[config.mk]
export PLATFORM = sky130hd
export DESIGN_NAME = axis_pha_run_controller
export DESIGN_NICKNAME = d
export VERILOG_FILES = /design/src/rtl/pha_ctrl_pkg.sv /design/src/rtl/pha_clear_sweep.sv /design/src/rtl/axis_pha_run_controller.sv
export SDC_FILE = /design/constraint.sdc
export NUM_CORES = 1
export LEC_CHECK = 0
export ABC_CLOCK_PERIOD_IN_PS = 3600
export BUFFER_PORTS_ARGS = -buffer_cell sky130_fd_sc_hd__buf_4
export CAP_MARGIN = 20
export CORE_UTILIZATION = 50
export CTS_BUF_LIST = sky130_fd_sc_hd__clkbuf_16
export CTS_CLUSTER_DIAMETER = 60
export CTS_CLUSTER_SIZE = 16
export DETAILED_ROUTE_END_ITERATION = 10
export PLACE_DENSITY = 0.78
export SLEW_MARGIN = 0
export SYNTH_ARGS = -nofsm -noshare
export SYNTH_HDL_FRONTEND = slang
export SYNTH_SLANG_ARGS = --single-unit
[constraint.sdc]
create_clock -name aclk -period 3.6 [get_ports aclk]
set_input_delay 0.36 -clock aclk [delete_from_list [all_inputs] [get_ports aclk]]
set_output_delay 0.36 -clock aclk [all_outputs]
set_load 0.02 [all_outputs]
[src/rtl/pha_ctrl_pkg.sv]
// Shared types and helpers for the pulse-height acquisition run controller.
package pha_ctrl_pkg;

    localparam int unsigned STATE_W = 2;
    localparam int unsigned SAT_W   = 64;

    localparam logic [STATE_W-1:0] ST_IDLE  = 2'd0;
    localparam logic [STATE_W-1:0] ST_CLEAR = 2'd1;
    localparam logic [STATE_W-1:0] ST_RUN   = 2'd2;
    localparam logic [STATE_W-1:0] ST_DONE  = 2'd3;

    // Increment that sticks at max_v; callers widen to SAT_W and narrow the result back.
    function automatic logic [SAT_W-1:0] sat_inc(input logic [SAT_W-1:0] v,
                                                 input logic [SAT_W-1:0] max_v);
        return (v == max_v) ? v : v + SAT_W'(1);
    endfunction

endpackage

[src/rtl/pha_clear_sweep.sv]
// Histogram BRAM clear sweep: walks every address once after start_i, flags the final word.
module pha_clear_sweep #(
    parameter int unsigned ADDR_WIDTH = 14
) (
    input  logic                  clk,
    input  logic                  rst,
    input  logic                  start_i,
    input  logic                  abort_i,
    output logic [ADDR_WIDTH-1:0] addr_o,
    output logic                  wren_o,
    output logic                  last_c
);

    logic [ADDR_WIDTH-1:0] addr_q, addr_d;
    logic                  active_q, active_d;

    assign last_c = active_q & (&addr_q);
    assign addr_o = addr_q;
    assign wren_o = active_q;

    always_comb begin
        addr_d   = addr_q;
        active_d = active_q;
        if (abort_i) begin
            active_d = 1'b0;
            addr_d   = '0;
        end else if (start_i) begin
            active_d = 1'b1;
            addr_d   = '0;
        end else if (active_q) begin
            // Final word wraps the address back to zero for the next sweep.
            addr_d = addr_q + ADDR_WIDTH'(1);
            if (last_c) begin
                active_d = 1'b0;
            end
        end
    end

    always_ff @(posedge clk or posedge rst) begin
        if (rst) begin
            addr_q   <= '0;
            active_q <= 1'b0;
        end else begin
            addr_q   <= addr_d;
            active_q <= active_d;
        end
    end

endmodule

[src/rtl/axis_pha_run_controller.sv]
// Run sequencer around the PHA stream: IDLE -> CLEAR (BRAM sweep) -> RUN (gated stream) -> DONE.
// Optional macro PHA_DEADTIME_EN adds the sts_dead back-pressure counter.
module axis_pha_run_controller
    import pha_ctrl_pkg::*;
#(
    parameter int unsigned AXIS_TDATA_WIDTH = 16,
    parameter int unsigned BRAM_ADDR_WIDTH  = 14,
    parameter int unsigned TIME_WIDTH       = 64,
    parameter int unsigned EVNT_WIDTH       = 32
) (
    input  logic                        aclk,
    input  logic                        areset,
    input  logic                        cfg_start,
    input  logic                        cfg_stop,
    input  logic [TIME_WIDTH-1:0]       cfg_time,
    input  logic [EVNT_WIDTH-1:0]       cfg_events,
    output logic [1:0]                  sts_state,
    output logic [TIME_WIDTH-1:0]       sts_time,
    output logic [EVNT_WIDTH-1:0]       sts_events,
`ifdef PHA_DEADTIME_EN
    output logic [TIME_WIDTH-1:0]       sts_dead,
`endif
    output logic [BRAM_ADDR_WIDTH-1:0]  bram_clr_addr,
    output logic                        bram_clr_wren,
    output logic                        s_axis_tready,
    input  logic [AXIS_TDATA_WIDTH-1:0] s_axis_tdata,
    input  logic                        s_axis_tvalid,
    input  logic                        m_axis_tready,
    output logic [AXIS_TDATA_WIDTH-1:0] m_axis_tdata,
    output logic                        m_axis_tvalid
);

    localparam logic [TIME_WIDTH-1:0] TIME_MAX = '1;
    localparam logic [EVNT_WIDTH-1:0] EVNT_MAX = '1;

    logic [STATE_W-1:0]    state_q, state_d;
    logic [TIME_WIDTH-1:0] time_q, time_d;
    logic [EVNT_WIDTH-1:0] events_q, events_d;
    logic                  start_q, stop_q;
    logic                  start_arm_q, stop_arm_q;
    logic                  start_edge_c, stop_edge_c;
    logic                  run_c, hs_c, time_hit_c, evt_hit_c;
    logic                  sweep_start, sweep_abort, sweep_last_c;

    // Arm flags block a level that was already high when reset released.
    assign start_edge_c = cfg_start & ~start_q & start_arm_q;
    assign stop_edge_c  = cfg_stop  & ~stop_q  & stop_arm_q;

    assign run_c         = (state_q == ST_RUN);
    assign m_axis_tdata  = s_axis_tdata;
    assign m_axis_tvalid = run_c & s_axis_tvalid;
    assign s_axis_tready = run_c ? m_axis_tready : 1'b1;
    assign hs_c          = run_c & s_axis_tvalid & m_axis_tready;

    assign time_hit_c = (cfg_time != '0) && (TIME_WIDTH'(time_q + TIME_WIDTH'(1)) == cfg_time);
    assign evt_hit_c  = (cfg_events != '0) && hs_c &&
                        (EVNT_WIDTH'(events_q + EVNT_WIDTH'(1)) == cfg_events);

    assign sts_state  = state_q;
    assign sts_time   = time_q;
    assign sts_events = events_q;

    pha_clear_sweep #(
        .ADDR_WIDTH (BRAM_ADDR_WIDTH)
    ) u_sweep (
        .clk     (aclk),
        .rst     (areset),
        .start_i (sweep_start),
        .abort_i (sweep_abort),
        .addr_o  (bram_clr_addr),
        .wren_o  (bram_clr_wren),
        .last_c  (sweep_last_c)
    );

`ifdef PHA_DEADTIME_EN
    logic [TIME_WIDTH-1:0] dead_q, dead_d;
    assign sts_dead = dead_q;

    always_comb begin
        dead_d = dead_q;
        if ((state_q == ST_IDLE || state_q == ST_DONE) && start_edge_c && !stop_edge_c) begin
            dead_d = '0;
        end else if (run_c && s_axis_tvalid && !m_axis_tready) begin
            dead_d = TIME_WIDTH'(sat_inc(SAT_W'(dead_q), SAT_W'(TIME_MAX)));
        end
    end

    always_ff @(posedge aclk or posedge areset) begin
        if (areset) begin
            dead_q <= '0;
        end else begin
            dead_q <= dead_d;
        end
    end
`endif

    // Next-state and counter update.
    always_comb begin
        state_d     = state_q;
        time_d      = time_q;
        events_d    = events_q;
        sweep_start = 1'b0;
        sweep_abort = 1'b0;
        case (state_q)
            ST_IDLE, ST_DONE: begin
                if (start_edge_c && !stop_edge_c) begin
                    state_d     = ST_CLEAR;
                    time_d      = '0;
                    events_d    = '0;
                    sweep_start = 1'b1;
                end
            end
            ST_CLEAR: begin
                if (stop_edge_c) begin
                    state_d     = ST_IDLE;
                    sweep_abort = 1'b1;
                end else if (sweep_last_c) begin
                    state_d = ST_RUN;
                end
            end
            ST_RUN: begin
                time_d = TIME_WIDTH'(sat_inc(SAT_W'(time_q), SAT_W'(TIME_MAX)));
                if (hs_c) begin
                    events_d = EVNT_WIDTH'(sat_inc(SAT_W'(events_q), SAT_W'(EVNT_MAX)));
                end
                if (stop_edge_c || time_hit_c || evt_hit_c) begin
                    state_d = ST_DONE;
                end
            end
            default: state_d = ST_IDLE;
        endcase
    end

    always_ff @(posedge aclk or posedge areset) begin
        if (areset) begin
            state_q     <= ST_IDLE;
            time_q      <= '0;
            events_q    <= '0;
            start_q     <= 1'b0;
            stop_q      <= 1'b0;
            start_arm_q <= 1'b0;
            stop_arm_q  <= 1'b0;
        end else begin
            state_q     <= state_d;
            time_q      <= time_d;
            events_q    <= events_d;
            start_q     <= cfg_start;
            stop_q      <= cfg_stop;
            start_arm_q <= start_arm_q | ~cfg_start;
            stop_arm_q  <= stop_arm_q | ~cfg_stop;
        end
    end

endmodule
Word level (Yosys, flattened, before mapping)
Cells that the tools add are included.
{"block": "totals", "regBits": 117, "inputBits": 118, "output_inout_bits": 131, "word_cells": 80}
{"block": "op_classes", "addsub": 4, "eq_ne": 13, "muxes": 24, "n_bitwise": 13, "reduce_logical": 17}
{"op": "two-way mux 64 bit", "n": 2}
{"op": "case mux 64 bit (2 select lines)", "n": 1}
{"op": "two-way mux 32 bit", "n": 3}
{"op": "adder 32 x 1 -> 32 bit (second input constant)", "n": 2}
{"op": "adder 64 x 1 -> 64 bit (second input constant)", "n": 1}
{"op": "== test 64 bit", "n": 1}
{"op": "== test 64 bit (second input constant)", "n": 1}
{"op": "case mux 32 bit (2 select lines)", "n": 1}
{"op": "nonzero test 64 bit", "n": 1}
{"op": "two-way mux 14 bit", "n": 3}
{"op": "== test 32 bit", "n": 1}
{"op": "== test 32 bit (second input constant)", "n": 1}
{"op": "nonzero test 32 bit", "n": 1}
{"op": "adder 14 x 1 -> 14 bit (second input constant)", "n": 1}
{"op": "AND reduction 14 bit", "n": 1}
{"op": "two-way mux 1 bit", "n": 9}
{"op": "two-way mux 2 bit", "n": 4}
{"op": "bitwise AND 1 bit", "n": 7}
{"op": "!= test 2 bit (second input constant)", "n": 3}
{"op": "case mux 2 bit (3 select lines)", "n": 1}
{"op": "AND reduction 3 bit", "n": 2}
{"op": "== test 2 bit (second input constant)", "n": 2}
{"op": "logical AND 1 bit", "n": 4}
{"op": "!= test 2 x 1 -> 1 bit (second input constant)", "n": 2}
{"op": "11 further kinds", "n": 16}

Depth between registers and ports, before layout
Gate-level depths: netlist of run 1.
{"block": "depth", "ltp_word": 9, "mapped_depth": 13, "depth_no_buf": 10}

By module
A second synthesis of run 1 with hierarchy kept.
{"block": "unflattened", "cells_unflattened": 1155, "hier_area_um2": 9355.2}
{"module": "axis_pha_run_controller", "instances": 1, "cells_per_inst": 1074, "area_each_um2": 8587.0, "seq_area_each_um2": 2552.4}
{"module": "pha_clear_sweep", "instances": 1, "cells_per_inst": 81, "area_each_um2": 768.2, "seq_area_each_um2": 375.4}

Worst setup path after synthesis of run 1
Ideal clock, no wire load.
{"block": "synth_path", "path_type": "reg-to-reg", "start": "register time_q[0] (netlist: sts_time[0])", "end": "register state_q[1] (netlist: sts_state[1])", "setup_time_ns": 0.068, "t_arrival_ns": 3.126, "t_required_ns": 3.532, "slack_ns": 0.405, "path_stages_with_launch": 12, "path_buffers": 2, "synth_period_minus_slack_ns": 3.195, "path_cell_list": "dfrtp_1 > ha_1 > and3_1 > buf_2 > nand4_2 > clkbuf_1 > a31oi_1 > or4_2 > nor4_4 > nand4_2 > or3_1 > nand3_1"}
{"block": "synth_between", "elab_chain_len": 7}
{"item": "from (decl)", "line": "axis_pha_run_controller.sv:37", "rtl": "logic [TIME_WIDTH-1:0] time_q, time_d;"}
{"item": "from (signal assigned)", "line": "axis_pha_run_controller.sv:145", "rtl": "time_q <= time_d;"}
{"item": "adder 64 x 1 -> 64 bit", "line": "axis_pha_run_controller.sv:55", "rtl": "assign time_hit_c = (cfg_time != '0) && (TIME_WIDTH'(time_q + TIME_WIDTH'(1)) == cfg_time);"}
{"item": "== test 64 bit", "line": "axis_pha_run_controller.sv:55"}
{"item": "logical AND 1 bit", "line": "axis_pha_run_controller.sv:55"}
{"item": "logical OR 1 bit (2 in a row)", "line": "axis_pha_run_controller.sv:126", "rtl": "if (stop_edge_c || time_hit_c || evt_hit_c) begin"}
{"item": "!= test 2 x 1 -> 1 bit (no source line)"}
{"item": "AND reduction 3 bit (no source line)"}
{"item": "to (signal assigned)", "line": "axis_pha_run_controller.sv:144", "rtl": "state_q <= state_d;"}
{"item": "to (decl)", "line": "axis_pha_run_controller.sv:36", "rtl": "logic [STATE_W-1:0] state_q, state_d;"}
No other way between the ends.
A chain may end at the register's enable or synchronous reset.

Worst setup path in the final report of run 1
{"block": "layout_path", "start": "register time_q[2] (netlist: sts_time[2])", "end": "register state_q[1] (netlist: sts_state[1])"}
The elaborated chain is that of the path after synthesis.

==> summary.md, run 1 <==
| Metric | Value |
|---|---|
| Starting Density | 51.7% |
| Synth Area in Compound Gates | 18.1% |
| Tmin final | 3460 ps |
| PortBufs | 216 |
| Adder-Cell Fraction of Synth Area | 0.736% |
| DR pass1 iterations | 7 |
| Largest net degree at the start of global routing | 68 |
| Num ports | 249 |
| RSZ-0062 raised after global routing | false |
| Sw frac | 36.7% |
| DRC | 0 |
| Number of global-route vias before repair | 10.3k |
| Ranking of synthesized cells by area | dfrtp_1, xnor2_1, xor2_1 |
| Clock network power share | 38.7% |
| Status | complete, no violations |
| Layout area overhead | 25.5% |
| Fraction of registers with async set/reset | 100% |
| TNS Setup | 0 ps |
| Post-synthesis register bit count | 117 |
| Final cell count without fillers | 1735 |
| Sw Pwr | 1.69 mW |
| Post-synthesis mux area share | 1.02% |
| Global-route wire length before repair | 58300 µm |
| DRT Wirelength | 38300 µm |
| Crit Path Max Fanout | 13 |
| H-tree depth | 4 |
| Routed Antenna Nets | 0 |
| Leakage power | 5.28 nW |
| Total gr overflow | 0 |
| Cell Rows | 51 |
| Mapped Cells | 1261 |
| Synth Flop Type | dfrtp_1 |
| Total area of sequential cells | 2930 µm² |
| Share of power burned in registers | 32.0% |
| Vias per inst | 6.50 |
| Antenna violations before repair | 0 |
| Main combinational cell family by area after synthesis | simple AND/OR/NAND/NOR gates |
| Kind of critical path | flop to flop |
| Post-synth top area share | 28.7% |
| Synth area leader | dfrtp_1 |
| Drt first-iter violations | 1071 |
| Routed len/inst | 22.1 µm |
| Vias | 11.3k |
| Fin crit share | 96.0% |
| Setup bufs post-CTS | 0 |
| Clk sinks | 117 |
| Clk buf depth | 2 |
| Fill cell count | 1715 |
| Crit end category | flop |
| Die H | 145 µm |
| GRT Util Overall | 36.9% |
| Mean area per synthesized cell | 8.09 µm² |
| Sequential-to-total area share from yosys stat | 28.7% |
| Worst-margin pin slew | 1030 ps |
| Clock root buffer | clkbuf_16 |
| Post-Synth XOR/XNOR Area | 12.7% |
| Max transition margin | 30.7% |
| Die Wd | 145 µm |
| Final HPWL from detailed placement | 28800 µm |
| Max-cap check violation count | 0 |
| Post-Synthesis Cell Area | 10200 µm² |
| Syn_nets | 1385 |
| Critical path data arrival time | 3830 ps |
| Peak Freq | 0.289 GHz |
| Required @ worst endpoint | 3970 ps |
| # resized after CTS | 0 |
| Hold Path Class | input port to flop |
| Clock latency on the worst-skew pair | 440 ps |
| PD cells | 360 nW/µm² |
| Footprint of the multi-input gates | 6670 µm² |
| Combinational power share | 29.3% |
| Nets | 1581 |
| Die area | 21000 µm² |
| CTS tree | built |
| Core area | 19700 µm² |
| Post-Synth Simple-Gate Area | 32.3% |
| Final hold violation count | 0 |
| Post-synthesis cell type count | 79 |
| Post-placement cell count | 1703 |
| VDD IR max | 0.000359 V |
| Layout cells sized above 1 | 25.2% |
| Post-synth EDFFs | 0 |
| Clock Pin Slew Worst Setup and Hold Paths | 70 ps |
| Internal | 2.91 mW |
| Most frequent cells in the layout | buf_4, dfrtp_1, nand2_1 |
| Final clock skew | 17.0 ps |
| Diode count | 0 |
| Final GP Congestion | 1.02 |
| Endpoints failing setup | 0 |
| CTS Buf Count | 17 |
| Synth warnings | 0 |
| Worst Setup Start Kind | flop |
| Max Slew Vio Count | 0 |
| Commonest non-fill, non-tap cell in the layout | buf_4 |
| CTS Hold Bufs | 0 |
## cells in the mapped netlist (6+ instances only)
library cell	n
o41ai_1	9
and3_1	23
nand2b_1	18
xnor2_1	96
inv_1	18
and2_1	14
buf_4	22
nand4_1	66
ha_1	6
nor2_1	57
nor4_1	44
xor2_1	52
o21ai_0	87
buf_2	30
a31oi_1	13
clkbuf_1	51
or4_1	13
a21o_1	13
o31ai_1	43
a22o_1	25
and4_1	19
nand3_1	64
nor3_1	58
mux2i_1	7
a21oi_1	45
or3_1	12
nand2_1	116
nor4_2	7
dfrtp_1	117
## worst paths after layout
kind                                   from            to  slack, ps  depth (start not counted)
max in group asynchronous            areset  sts_time[10]       2640                          3
worst max register to register  sts_time[2]  sts_state[1]        140                         10
min in group asynchronous            areset  sts_time[48]        110                          2
worst min-delay path               cfg_stop        stop_q         60                          1
worst max-delay path            sts_time[2]  sts_state[1]        140                         10
worst min register to register  start_arm_q   start_arm_q        470                          1
## critical path, stage by stage (launching register included)
cell     delay, ps
dfrtp_1        480
nand3_1        350
nor4_2         450
buf_4          280
and3_1         440
xnor2_1        210
a21oi_1        270
and4b_1        240
nand4_2        160
or3_1          410
nand3_1         80
## layer usage
| layer | wire, µm | share of wire [%] | up-vias | GRT usage [%] |
|---|---|---|---|---|
| li1 | - | - | 5097 | - |
| met1 | 15200 | 40 | 5369 | 47.4 |
| met2 | 17400 | 45 | 669 | 58.0 |
| met3 | 3870 | 10 | 141 | 8.52 |
| met4 | 1800 | 4.7 | 0 | 18.0 |
| met5 | 0 | 0 | - | 0 |
## flip-flops by register name (all words and copies together), names as in the netlist
| name | count |
|---|---|
| start_arm_q | 1 |
| sts_events | 32 |
| stop_arm_q | 1 |
| start_q | 1 |
| u_sweep.addr_o | 14 |
| sts_time | 64 |
| u_sweep.wren_o | 1 |
| sts_state | 2 |
| stop_q | 1 |
## area by class of cell
type	instances	area share [%]
clock buffer	17	3.32
inverter	19	0.577
multi-input combinational	1014	52.1
timing repair buffer	288	17.2
clock inverter	15	1.32
tap	265	2.59
sequential	117	22.9
## stage by stage
stage / power, mW / setup WS, ps / hold WS, ps / util, % / instance area (µm²)
6_report: 4.61 / 143 / 55.1 / 64.9 / 12800
3_3_place_gp: 2.80 / 91.0 / 441 / 61.7 / 12200
2_1_floorplan: 2.27 / 139 / 391 / - / 10200
5_1_grt: 4.79 / 9.46 / 48.0 / 64.9 / 12800
4_1_cts: 4.59 / 14.9 / 49.5 / 64.7 / 12800
3_5_place_dp: 2.82 / 38.7 / 457 / 61.7 / 12200
## kinds of logic (layout without fill, tap and decap cells)
group / Yosys count / after routing
buffers and inverters: 130 / 339
flip-flops: 117 / 117
multiplexers: 10 / 10
AO/OA/AOI/OAI: 284 / 284
adder cells (fa/ha/maj): 6 / 6
AND/OR/NAND/NOR: 566 / 566
XOR/XNOR: 148 / 148
## power by group through the flow
| stage | clock network (mW) | logic, mW | registers, mW |
|---|---|---|---|
| global route | 1.85 | 1.45 | 1.49 |
| global placement | 0 | 1.31 | 1.49 |
| finish | 1.78 | 1.35 | 1.48 |
| floorplan | 0 | 0.730 | 1.54 |
| CTS | 1.79 | 1.33 | 1.47 |
| detailed placement | 0 | 1.32 | 1.49 |
Power figures use the tool's default switching activity.
==> run 2, diff against run 1 <==
ABC_CLOCK_PERIOD_IN_PS = 4470   (was 3600)
PLACE_DENSITY = 0.75   (was 0.78)
clock period = 4.47 ns   (was 3.6 ns; I/O delays follow)
==> run 2 against run 1 <==
Effect of this change:
- largest cell class unchanged
- critical endpoint is now sts_state[0]
- highest routed layer unchanged
- setup slack improved by 230 ps
- register-to-register slack better by 230 ps
- sequential share of layout area grew 0.99 points
- critical path depth shrank 1
- clock power decreased by 26%
- largest power group unchanged
- clock skew is 2.2 ps lower
==> summary.md, run 2 (synthesis gave the netlist of run 1 again) <==
| Metric | Value |
|---|---|
| Crit path max-delay family | simple AND/OR/NAND/NOR gates |
| GRT Util Overall | 36.3% |
| VDD IR max | 0.000283 V |
| PortBufs | 216 |
| Leakage power | 4.96 nW |
| Worst path cell trace | nand4_2 > or4_1 > nor4_1 > nand4_1 > xnor2_1 > nor4b_1 > nand3_1 > o2111a_1 > nor3_2 |
| Routed len/inst | 22.5 µm |
| Number of global-route vias before repair | 10.0k |
| Max reg flops | 64 |
| RSZ-0062 raised after global routing | false |
| Total gr overflow | 0 |
| Critical path origin | sts_time[22] |
| Global-route wire length before repair | 57200 µm |
| Clock latency on the worst-skew pair | 430 ps |
| Die Wd | 145 µm |
| Final clock skew | 14.7 ps |
| Die H | 145 µm |
| Largest net degree at the start of global routing | 79 |
| Num ports | 249 |
| Peak Freq | 0.244 GHz |
| Vias | 10.9k |
| Final GP Congestion | 1.02 |
| PD cells | 289 nW/µm² |
| Status | complete, no violations |
| Buf/Inv on CP | 0 |
| Most frequent cells in the layout | buf_4, dfrtp_1, nand2_1 |
| H-tree depth | 4 |
| Starting Density | 51.7% |
| Max transition margin | 33.1% |
| Hold path start | cfg_start |
| Reg2reg start | sts_time[22] |
| Worst Setup Start Kind | flop |
| Required @ worst endpoint | 4810 ps |
| Clock Pin Slew Worst Setup and Hold Paths | 60 ps |
| DR pass1 iterations | 6 |
| Die area | 21000 µm² |
| DRC | 0 |
| Pwr Total | 3.55 mW |
| Max Slew Vio Count | 0 |
| Final HPWL from detailed placement | 28300 µm |
| Max-cap check violation count | 0 |
| Final hold violation count | 0 |
| Tmin final | 4090 ps |
| CTS Buf Count | 17 |
| CP max stage cell | nor4_1 |
| # resized after CTS | 0 |
| Area after DPL | 11700 µm² |
| CTS Hold Bufs | 0 |
| CTS tree | built |
| Commonest non-fill, non-tap cell in the layout | buf_4 |
| Layout cells sized above 1 | 22.0% |
| Nets | 1524 |
| Clk sinks | 117 |
| Crit Path Max Fanout | 12 |
| Cell Rows | 51 |
| Crit-path max cell delay | 790 ps |
| Drt first-iter violations | 1121 |
| Kind of critical path | flop to flop |
| DRT Wirelength | 37800 µm |
| Hold Path Class | input port to flop |
| Final cell count without fillers | 1678 |
| Endpoints failing setup | 0 |
| Final Util | 62.2% |
| Worst-margin pin slew | 995 ps |
| Final instance area | 12300 µm² |
| Critical path data arrival time | 4440 ps |
| Layout area overhead | 20.3% |
| Core area | 19700 µm² |
| Clk buf depth | 2 |
| Diode count | 0 |
| Post-placement cell count | 1646 |
| Routed Antenna Nets | 0 |
| Fin crit share | 91.6% |
| Setup bufs post-CTS | 0 |
| TNS Setup | 0 ps |
| Vias per inst | 6.51 |
| Clock root buffer | clkbuf_16 |
| Antenna violations before repair | 0 |
| Crit end category | flop |
-- run 2: changes by cell type in the layout (fill, tap and decap cells not counted), moves of 2 or more --
cell	before	now
buf_12	3	1
buf_4	285	230
bufinv_16	2	0
clkinv_2	0	4
inv_6	6	4
inv_8	1	3
-- run 2: cell type report --
class / count / area [µm²]
repair buffers: 231 / 1750
flip-flops and latches: 117 / 2930
well taps: 265 / 332
clock buffers: 17 / 425
inverters: 19 / 73.8
fillers: 1801 / 7450
multi-input cells: 1014 / 6640
clock inverters: 15 / 123
-- run 2: report_power, final --
part           internal, mW  switching (mW)  leakage, nW
clock network         0.724           0.593        0.274
logic                 0.371           0.656         3.07
registers              1.11          0.0929         1.61
-- run 2: worst paths after layout --
| path | slack [ps] | cells after the start | end |
|---|---|---|---|
| worst min register to register | 470 | 1 | start_arm_q |
| worst min-delay path | 150 | 1 | start_q |
| worst max register to register | 380 | 9 | sts_state[0] |
| max in group asynchronous | 3340 | 3 | sts_time[22] |
| worst max-delay path | 380 | 9 | sts_state[0] |
| min in group asynchronous | 190 | 2 | sts_time[59] |
-- run 2: per-layer routing --
| layer | vias up | wire, µm | track usage, % |
|---|---|---|---|
| li1 | 4978 | - | - |
| met1 | 5200 | 15200 | 46.6 |
| met2 | 630 | 17900 | 59.6 |
| met3 | 110 | 3090 | 5.79 |
| met4 | 0 | 1580 | 17.0 |
| met5 | - | 0 | 0 |
-- run 2: through the flow --
step | setup slack (ps) | hold WS [ps]
after global placement | 665 | 441
final | 377 | 151
after global routing | 130 | 144
after floorplan | 922 | 426
after detailed placement | 572 | 449
after CTS | 526 | 141
